### src/rtl/ripple_count_reader_if.sv
// Result channel of the ripple counter reader: coherent count plus delta/wrap/error flags,
// transferred with a valid/ready handshake.
interface ripple_count_reader_if #(
  parameter int unsigned WIDTH = 8
);
  logic             out_valid;
  logic             out_ready;
  logic [WIDTH-1:0] out_count;
  logic [WIDTH-1:0] out_delta;
  logic             out_wrap;
  logic             out_err;

  modport master (
    output out_valid,
    output out_count,
    output out_delta,
    output out_wrap,
    output out_err,
    input  out_ready
  );

  modport slave (
    input  out_valid,
    input  out_count,
    input  out_delta,
    input  out_wrap,
    input  out_err,
    output out_ready
  );
endinterface

### src/rtl/ripple_count_reader.sv
// Reads the skewed, asynchronous bits of a ripple counter into the clk domain on request,
// resampling until two consecutive synchronized samples agree.
module ripple_count_reader #(
  parameter int unsigned WIDTH       = 8,
  parameter int unsigned SYNC_STAGES = 2,
  parameter int unsigned MAX_TRIES   = 4
) (
  input  logic                 clk,
  input  logic                 rst,
  input  logic [WIDTH-1:0]     count_in,
  input  logic                 sample_req,
  output logic                 busy,
  ripple_count_reader_if.master res
);

  localparam int unsigned TryW = (MAX_TRIES > 1) ? $clog2(MAX_TRIES) : 1;
  localparam logic [TryW-1:0] LastTry = TryW'(MAX_TRIES - 1);

  typedef enum logic [1:0] {
    StIdle,
    StCheck,
    StHold
  } state_e;

  state_e state_q, state_d;

  logic [WIDTH-1:0] sync_flops_q [SYNC_STAGES];
  logic [WIDTH-1:0] sync_q;

  logic [WIDTH-1:0] a_reg_q, a_reg_d;
  logic [TryW-1:0]  tries_q, tries_d;
  logic [WIDTH-1:0] prev_count_q, prev_count_d;
  logic [WIDTH-1:0] out_count_q, out_count_d;
  logic [WIDTH-1:0] out_delta_q, out_delta_d;
  logic             out_wrap_q, out_wrap_d;
  logic             out_err_q, out_err_d;

  // Per-bit synchronizer; bits may resolve in different cycles, hence the compare loop below.
  always_ff @(posedge clk) begin
    if (rst) begin
      for (int i = 0; i < int'(SYNC_STAGES); i++) begin
        sync_flops_q[i] <= '0;
      end
    end else begin
      sync_flops_q[0] <= count_in;
      for (int i = 1; i < int'(SYNC_STAGES); i++) begin
        sync_flops_q[i] <= sync_flops_q[i-1];
      end
    end
  end

  assign sync_q = sync_flops_q[SYNC_STAGES-1];

  always_comb begin
    state_d      = state_q;
    a_reg_d      = a_reg_q;
    tries_d      = tries_q;
    prev_count_d = prev_count_q;
    out_count_d  = out_count_q;
    out_delta_d  = out_delta_q;
    out_wrap_d   = out_wrap_q;
    out_err_d    = out_err_q;

    unique case (state_q)
      StIdle: begin
        if (sample_req) begin
          a_reg_d = sync_q;
          tries_d = '0;
          state_d = StCheck;
        end
      end
      StCheck: begin
        // On the last try the latest sample is returned anyway, flagged as unsettled.
        if ((sync_q == a_reg_q) || (tries_q == LastTry)) begin
          out_count_d = sync_q;
          out_delta_d = sync_q - prev_count_q;
          out_wrap_d  = (sync_q < prev_count_q);
          out_err_d   = (sync_q != a_reg_q);
          state_d     = StHold;
        end else begin
          a_reg_d = sync_q;
          tries_d = tries_q + TryW'(1);
        end
      end
      StHold: begin
        if (res.out_ready) begin
          prev_count_d = out_count_q;
          state_d      = StIdle;
        end
      end
      default: begin
        state_d = StIdle;
      end
    endcase
  end

  always_ff @(posedge clk) begin
    if (rst) begin
      state_q      <= StIdle;
      a_reg_q      <= '0;
      tries_q      <= '0;
      prev_count_q <= '0;
      out_count_q  <= '0;
      out_delta_q  <= '0;
      out_wrap_q   <= 1'b0;
      out_err_q    <= 1'b0;
    end else begin
      state_q      <= state_d;
      a_reg_q      <= a_reg_d;
      tries_q      <= tries_d;
      prev_count_q <= prev_count_d;
      out_count_q  <= out_count_d;
      out_delta_q  <= out_delta_d;
      out_wrap_q   <= out_wrap_d;
      out_err_q    <= out_err_d;
    end
  end

  assign busy          = (state_q != StIdle);
  assign res.out_valid = (state_q == StHold);
  assign res.out_count = out_count_q;
  assign res.out_delta = out_delta_q;
  assign res.out_wrap  = out_wrap_q;
  assign res.out_err   = out_err_q;

endmodule

### src/flat_wrapper.sv
// flat-port wrapper written by rule: the top's interface ports become plain ports
module ripple_count_reader_flat 
#(
  parameter int unsigned WIDTH       = 8,
  parameter int unsigned SYNC_STAGES = 2,
  parameter int unsigned MAX_TRIES   = 4
)
  (clk, rst, count_in, sample_req, busy, res_out_valid, res_out_count, res_out_delta, res_out_wrap, res_out_err, res_out_ready);
  ripple_count_reader_if #(.WIDTH(WIDTH)) res_i ();
  input  logic clk;
  input  logic rst;
  input  logic [WIDTH-1:0] count_in;
  input  logic sample_req;
  output logic busy;
  output wire logic [$bits(res_i.out_valid)-1:0] res_out_valid;
  output wire logic [$bits(res_i.out_count)-1:0] res_out_count;
  output wire logic [$bits(res_i.out_delta)-1:0] res_out_delta;
  output wire logic [$bits(res_i.out_wrap)-1:0] res_out_wrap;
  output wire logic [$bits(res_i.out_err)-1:0] res_out_err;
  input wire logic [$bits(res_i.out_ready)-1:0] res_out_ready;
  assign res_out_valid = res_i.out_valid;
  assign res_out_count = res_i.out_count;
  assign res_out_delta = res_i.out_delta;
  assign res_out_wrap = res_i.out_wrap;
  assign res_out_err = res_i.out_err;
  assign res_i.out_ready = res_out_ready;
  ripple_count_reader #(.WIDTH(WIDTH), .SYNC_STAGES(SYNC_STAGES), .MAX_TRIES(MAX_TRIES)) u_core (.clk(clk), .rst(rst), .count_in(count_in), .sample_req(sample_req), .busy(busy), .res(res_i));
endmodule
### config.mk
export PLATFORM = sky130hd
export DESIGN_NAME = ripple_count_reader_flat
export DESIGN_NICKNAME = d
export VERILOG_FILES = /design/src/rtl/ripple_count_reader_if.sv /design/src/rtl/ripple_count_reader.sv /design/src/flat_wrapper.sv
export SDC_FILE = /design/constraint.sdc
export NUM_CORES = 1
export LEC_CHECK = 0
export ABC_AREA = 1
export CORE_UTILIZATION = 54
export DETAILED_ROUTE_END_ITERATION = 16
export GPL_TIMING_DRIVEN = 0
export PLACE_DENSITY_LB_ADDON = 0.3
export SETUP_SLACK_MARGIN = 0.2
export SLEW_MARGIN = 20
export SYNTH_ARGS = -nofsm -noshare
export SYNTH_HDL_FRONTEND = slang
export SYNTH_SLANG_ARGS = --single-unit
### constraint.sdc
create_clock -name clk -period 2.2 [get_ports clk]
set_clock_uncertainty 0.05 [all_clocks]
set_input_delay 0.44 -clock clk [delete_from_list [all_inputs] [get_ports clk]]
set_output_delay 0.44 -clock clk [all_outputs]
set_load 0.01 [all_outputs]
==> After elaboration in Yosys (flattened, before gate mapping) <==
Memory sizes are Yosys's and may differ from the RTL's.
Index checks and enable logic that the tools add are counted.
{ "totals": {"elab_cells": 46, "reg_bits": 38, "mem_bits_rw": 16, "out_inout_bits": 20, "memories": 1} }
{ "classes": {"n_bitwise": 2, "reduce_logical": 8, "add_sub_neg": 2, "eq_ne": 9, "n_mux": 15, "magnitude_cmp": 1} }
{ "memory_table": {"columns": ["memory", "words", "width", "read_ports", "rd_clocked_by_memory_dff", "write_ports", "line_no", "rtl"], "rows": [
  ["u_core.sync_flops_q", 2, 8, 2, 0, 2, "ripple_count_reader.sv:27", "logic [WIDTH-1:0] sync_flops_q [SYNC_STAGES];"]
]} }
{ "ops": {"columns": ["op", "count"], "rows": [
  ["8-bit 2-to-1 mux", 4],
  ["8-bit one-hot mux with 2 select lines", 1],
  ["2-bit 2-to-1 mux", 5],
  ["8-bit == test", 1],
  ["8-bit < comparator", 1],
  ["8-bit != test", 1],
  ["8-bit subtractor", 1],
  ["2-bit one-hot mux with 3 select lines", 1],
  ["3-bit AND reduction", 2],
  ["2-bit == test (second input constant)", 2],
  ["2-bit by 1-bit != test with 1-bit output (second input constant)", 2],
  ["2-bit != test (second input constant)", 2],
  ["2-bit one-hot mux with 2 select lines", 1],
  ["2-bit AND reduction", 2],
  ["2-bit nonzero test", 2],
  ["1-bit 2-to-1 mux", 3],
  ["2-bit by 1-bit adder with 2-bit output (second input constant)", 1],
  ["2-bit by 1-bit == test with 1-bit output (second input constant)", 1],
  ["2-bit zero test", 1],
  ["1-bit OR", 2],
  ["1-bit logical OR", 1]
]} }

==> Depth between registers and ports, before layout <==
{ "logic_depth": {"ltp_word": 4, "depth_mapped": 11} }

==> Least setup slack after synthesis <==
No wires, ideal clock.
{ "synth_timing": {"kind": "reg-to-reg", "start": "memory u_core.sync_flops_q[1][0], in the netlist u_core.sync_flops_q[0][8]", "end": "register u_core.out_delta_q[6], in the netlist u_core.res.out_delta[6]", "slack_ns": 0.397, "period_less_slack_ns": 1.803, "stages_incl_launch_ff": 10, "arrival_ns": 1.689, "path_cell_list": "dfxtp_1 > inv_1 > ha_1 > fa_1 > o21ai_0 > nand2_1 > nand2_1 > xor2_1 > nor2_1 > nor2_1"} }
{ "synth_lines": {"columns": ["item", "line_no", "rtl"], "rows": [
  ["start, declared", "ripple_count_reader.sv:27", null],
  ["end signal, assigned", "ripple_count_reader.sv:113", "out_delta_q <= out_delta_d;"],
  ["end, declared", "ripple_count_reader.sv:34", "logic [WIDTH-1:0] out_delta_q, out_delta_d;"]
]} }

==> Worst setup path after layout <==
{ "layout_timing": {"start": "register u_core.state_q[0]", "end": "output port busy"} }
{ "layout_between": {"elab_chain_cells": 1} }
{ "layout_lines": {"columns": ["item", "line_no", "rtl"], "rows": [
  ["start, declared", "ripple_count_reader.sv:25", "state_e state_q, state_d;"],
  ["start signal, assigned", "ripple_count_reader.sv:99", "state_q <= StIdle;"],
  ["start signal, assigned", "ripple_count_reader.sv:108", "state_q <= state_d;"],
  ["2-bit nonzero test", "ripple_count_reader.sv:119", "assign busy = (state_q != StIdle);"],
  ["end, declared", "flat_wrapper.sv:14", "output logic busy;"]
]} }
Every way passes these cells.

==> impl_results.md <==
- Outcome: complete, no violations
- GRT Total Usage: 22.67%
- Setup Crit Path Kind: flop to primary output
- Site Rows: 24
- Mapped Area: 2475 um^2
- Postcts setup bufs: 0
- Initial antenna violation count: 0
- Ys async rst share: 0%
- DRC: 0
- Port buffer count: 31
- Tmin final: 1832 ps
- Num CTS Buffers: 5
- Tightest Hold Check Type: flop to flop
- Syn_area_per_cell: 7.477 um^2
- CTS Buffer Depth: 2
- PD cells: 742.7 nW/um^2
- Later-pin clock latency in the skew report: 310 ps
- Final HPWL DP: 3611 um
- DR WL/cell: 11.69 um
- Critical Path Fanout Max: 4
- Largest area contributor in the netlist: dfxtp_1
- Critical Path End Type: primary output
- Post-DRT Antenna Nets: 0
- Chip Height: 69.70 um
- H-tree depth: 2
- Adder-Cell Fraction of Synth Area: 5.359%
- Top post-synthesis cells by count: nand2_1, dfxtp_1, inv_1, nor2_1, a21oi_1
- Number of global-route vias before repair: 1962
- Ant diodes: 0
- Chip width: 69.70 um
- Clock sinks: 54
- Req. time, crit path: 1710 ps
- Final setup fails: 0
- Drt initial violations: 105
- Yosys warnings: 0
- R2R depth: 9
- Pre-Repair DR Iteration Count: 4
- # fillers: 374
- Post-synthesis mux area share: 0%
- Die area: 4858 um^2
- Max-Cap Viols: 0
- Synth Register Bits: 54
- Final Max Tran Viols: 0
- Clock root cell: clkbuf_8
- Largest family of logic cells by synthesized area: simple AND/OR/NAND/NOR gates
- Kind of start point of the critical path: flop
- RSZ-0062 raised after global routing: true
- Global route total overflow: 0
- Cell total after placement: 414
- WHS: 361.2 ps
- Setup TNS: 0 ps
- CTS clk-pin slew, worst paths: 100 ps
- Final GP Congestion: 0.8255
- Leakage power: 0.001322 uW
- Synth Area in Compound Gates: 9.960%
- Rel. slew slack: 64.80%
- Hold Path Stages: 2
- Most common flop cell mapped by yosys: dfxtp_1
- Achievable Freq: 545.7 MHz
- Starting Density: 56.45%
- Layout Cells excl Fill: 422
- Worst slew pin tran: 528.0 ps
- First-pass GRT wire length: 8790 um
- Nets: 391
- Placed Area: 2850 um^2
- CTS tree: yes
- Vias: 2069
- WL final: 4932 um
- Seq/Total Area, Yosys: 43.68%
- Synth cell types: 30
- Largest net degree at the start of global routing: 19
- Worst vdd ir: 0.0005961 V
- Critical path arrival: 1340 ps
- Post-route design area: 2954 um^2
- Area Overhead vs Synth: 19.36%
- Tcrit/Tclk final: 83.29%
- Share of cells above drive strength 1: 8.649%
- Simple-gate share of the synthesized area: 27.40%
- Post-synth EDFFs: 0
- Synth top area share: 43.68%
- Vias per inst: 4.903
- Syn Nets: 353
- Xor-xnor portion of the synthesized cell area: 2.477%
- Num ports: 32
- Core box area: 4384 um^2
- Most frequent cell after synthesis: nand2_1
- Fin. Hold Viols: 0
- Mapped Cells: 331
- Top area cells in the synthesized netlist: dfxtp_1, nand2_1, inv_1
## state kept, by name (all words and copies together) (netlist names)
register,cells
u_core.prev_count_q,8
u_core.tries_q,2
u_core.res.out_count,8
u_core.state_q,2
u_core.a_reg_q,8
u_core.res.out_err,1
u_core.res.out_wrap,1
u_core.sync_flops_q,16
u_core.res.out_delta,8
## worst max-delay path: stages, from the launching register on
cell and delay [ps]:
dfxtp_1 400, nor2_2 70, inv_1 50, clkdlybuf4s50_1 520
## metrics by stage
step / worst slack, ps / total power [uW] / util (%)
6_report: 367.5 / 2194 / 67.38
5_1_grt: 198.6 / 2339 / 67.38
4_1_cts: 242.4 / 2204 / 67.15
3_5_place_dp: 164.9 / 1651 / 65.01
3_3_place_gp: 180.6 / 1638 / 65.01
2_1_floorplan: 396.9 / 1509 / -
## repair_timing
action,in CTS,in global routing
resized for setup,2,4
hold buffers,0,0
setup endpoints to repair,3,4
## layout by cell type (no fill, tap or decap), drive strengths merged
master / n
dfxtp: 54
nor3: 2
clkinvlp: 2
dlymetal6s2s: 1
xnor2: 4
fa: 1
nand2: 69
a21o: 1
nor2: 50
clkbuf: 9
o211ai: 1
o21ai: 11
inv: 57
a21oi: 30
clkdlybuf4s50: 30
ha: 9
nand3: 27
xor2: 3
a21boi: 1
or2: 1
o31ai: 1
buf: 6
## layout make-up
| class | instances | area (um^2) | share of cell area, % |
|---|---|---|---|
| sequential | 54 | 1084 | 36.68 |
| multi-input combinational | 211 | 1125 | 38.08 |
| clock buffer | 5 | 68.82 | 2.330 |
| tap | 52 | 65.06 | 2.202 |
| timing repair buffer | 31 | 312.8 | 10.59 |
| inverter | 56 | 210.2 | 7.116 |
| buffer | 10 | 65.06 | 2.202 |
| clock inverter | 3 | 23.77 | 0.8047 |
## routing by layer
metal  vias to the layer above  part of all wire (%)  GRT usage (%)
met4                         0                   1.2          6.222
met2                        49                    48          38.08
met5                         -                     0              0
li1                       1092                     -              -
met3                         5                   4.5          4.070
met1                       923                    47          30.01
## final timing paths
path	from	end	slack [ps]
setup / recovery	u_core.state_q[0]	busy	370
hold / removal	u_core.sync_flops_q[0][3]	u_core.sync_flops_q[0][11]	360
setup reg to reg	u_core.sync_flops_q[0][8]	u_core.res.out_delta[6]	380
hold reg to reg	u_core.sync_flops_q[0][3]	u_core.sync_flops_q[0][11]	360
## power by group
group,leakage (uW),switching [uW],internal (uW)
clock,0.0000408,332,228
combinational,0.000839,325,221
sequential,0.000442,42.8,1050
total,0.00132,699,1490
## kinds of logic (layout without fill, tap and decap cells)
group,Yosys count,after routing
and+or+nand+nor,149,149
buffers and inverters,66,105
DFF,54,54
AOI/OAI and AO/OA,45,45
adders and majority gates,10,10
xor gates and xnor gates,7,7
No activity file was read; power rests on OpenSTA's default activity.
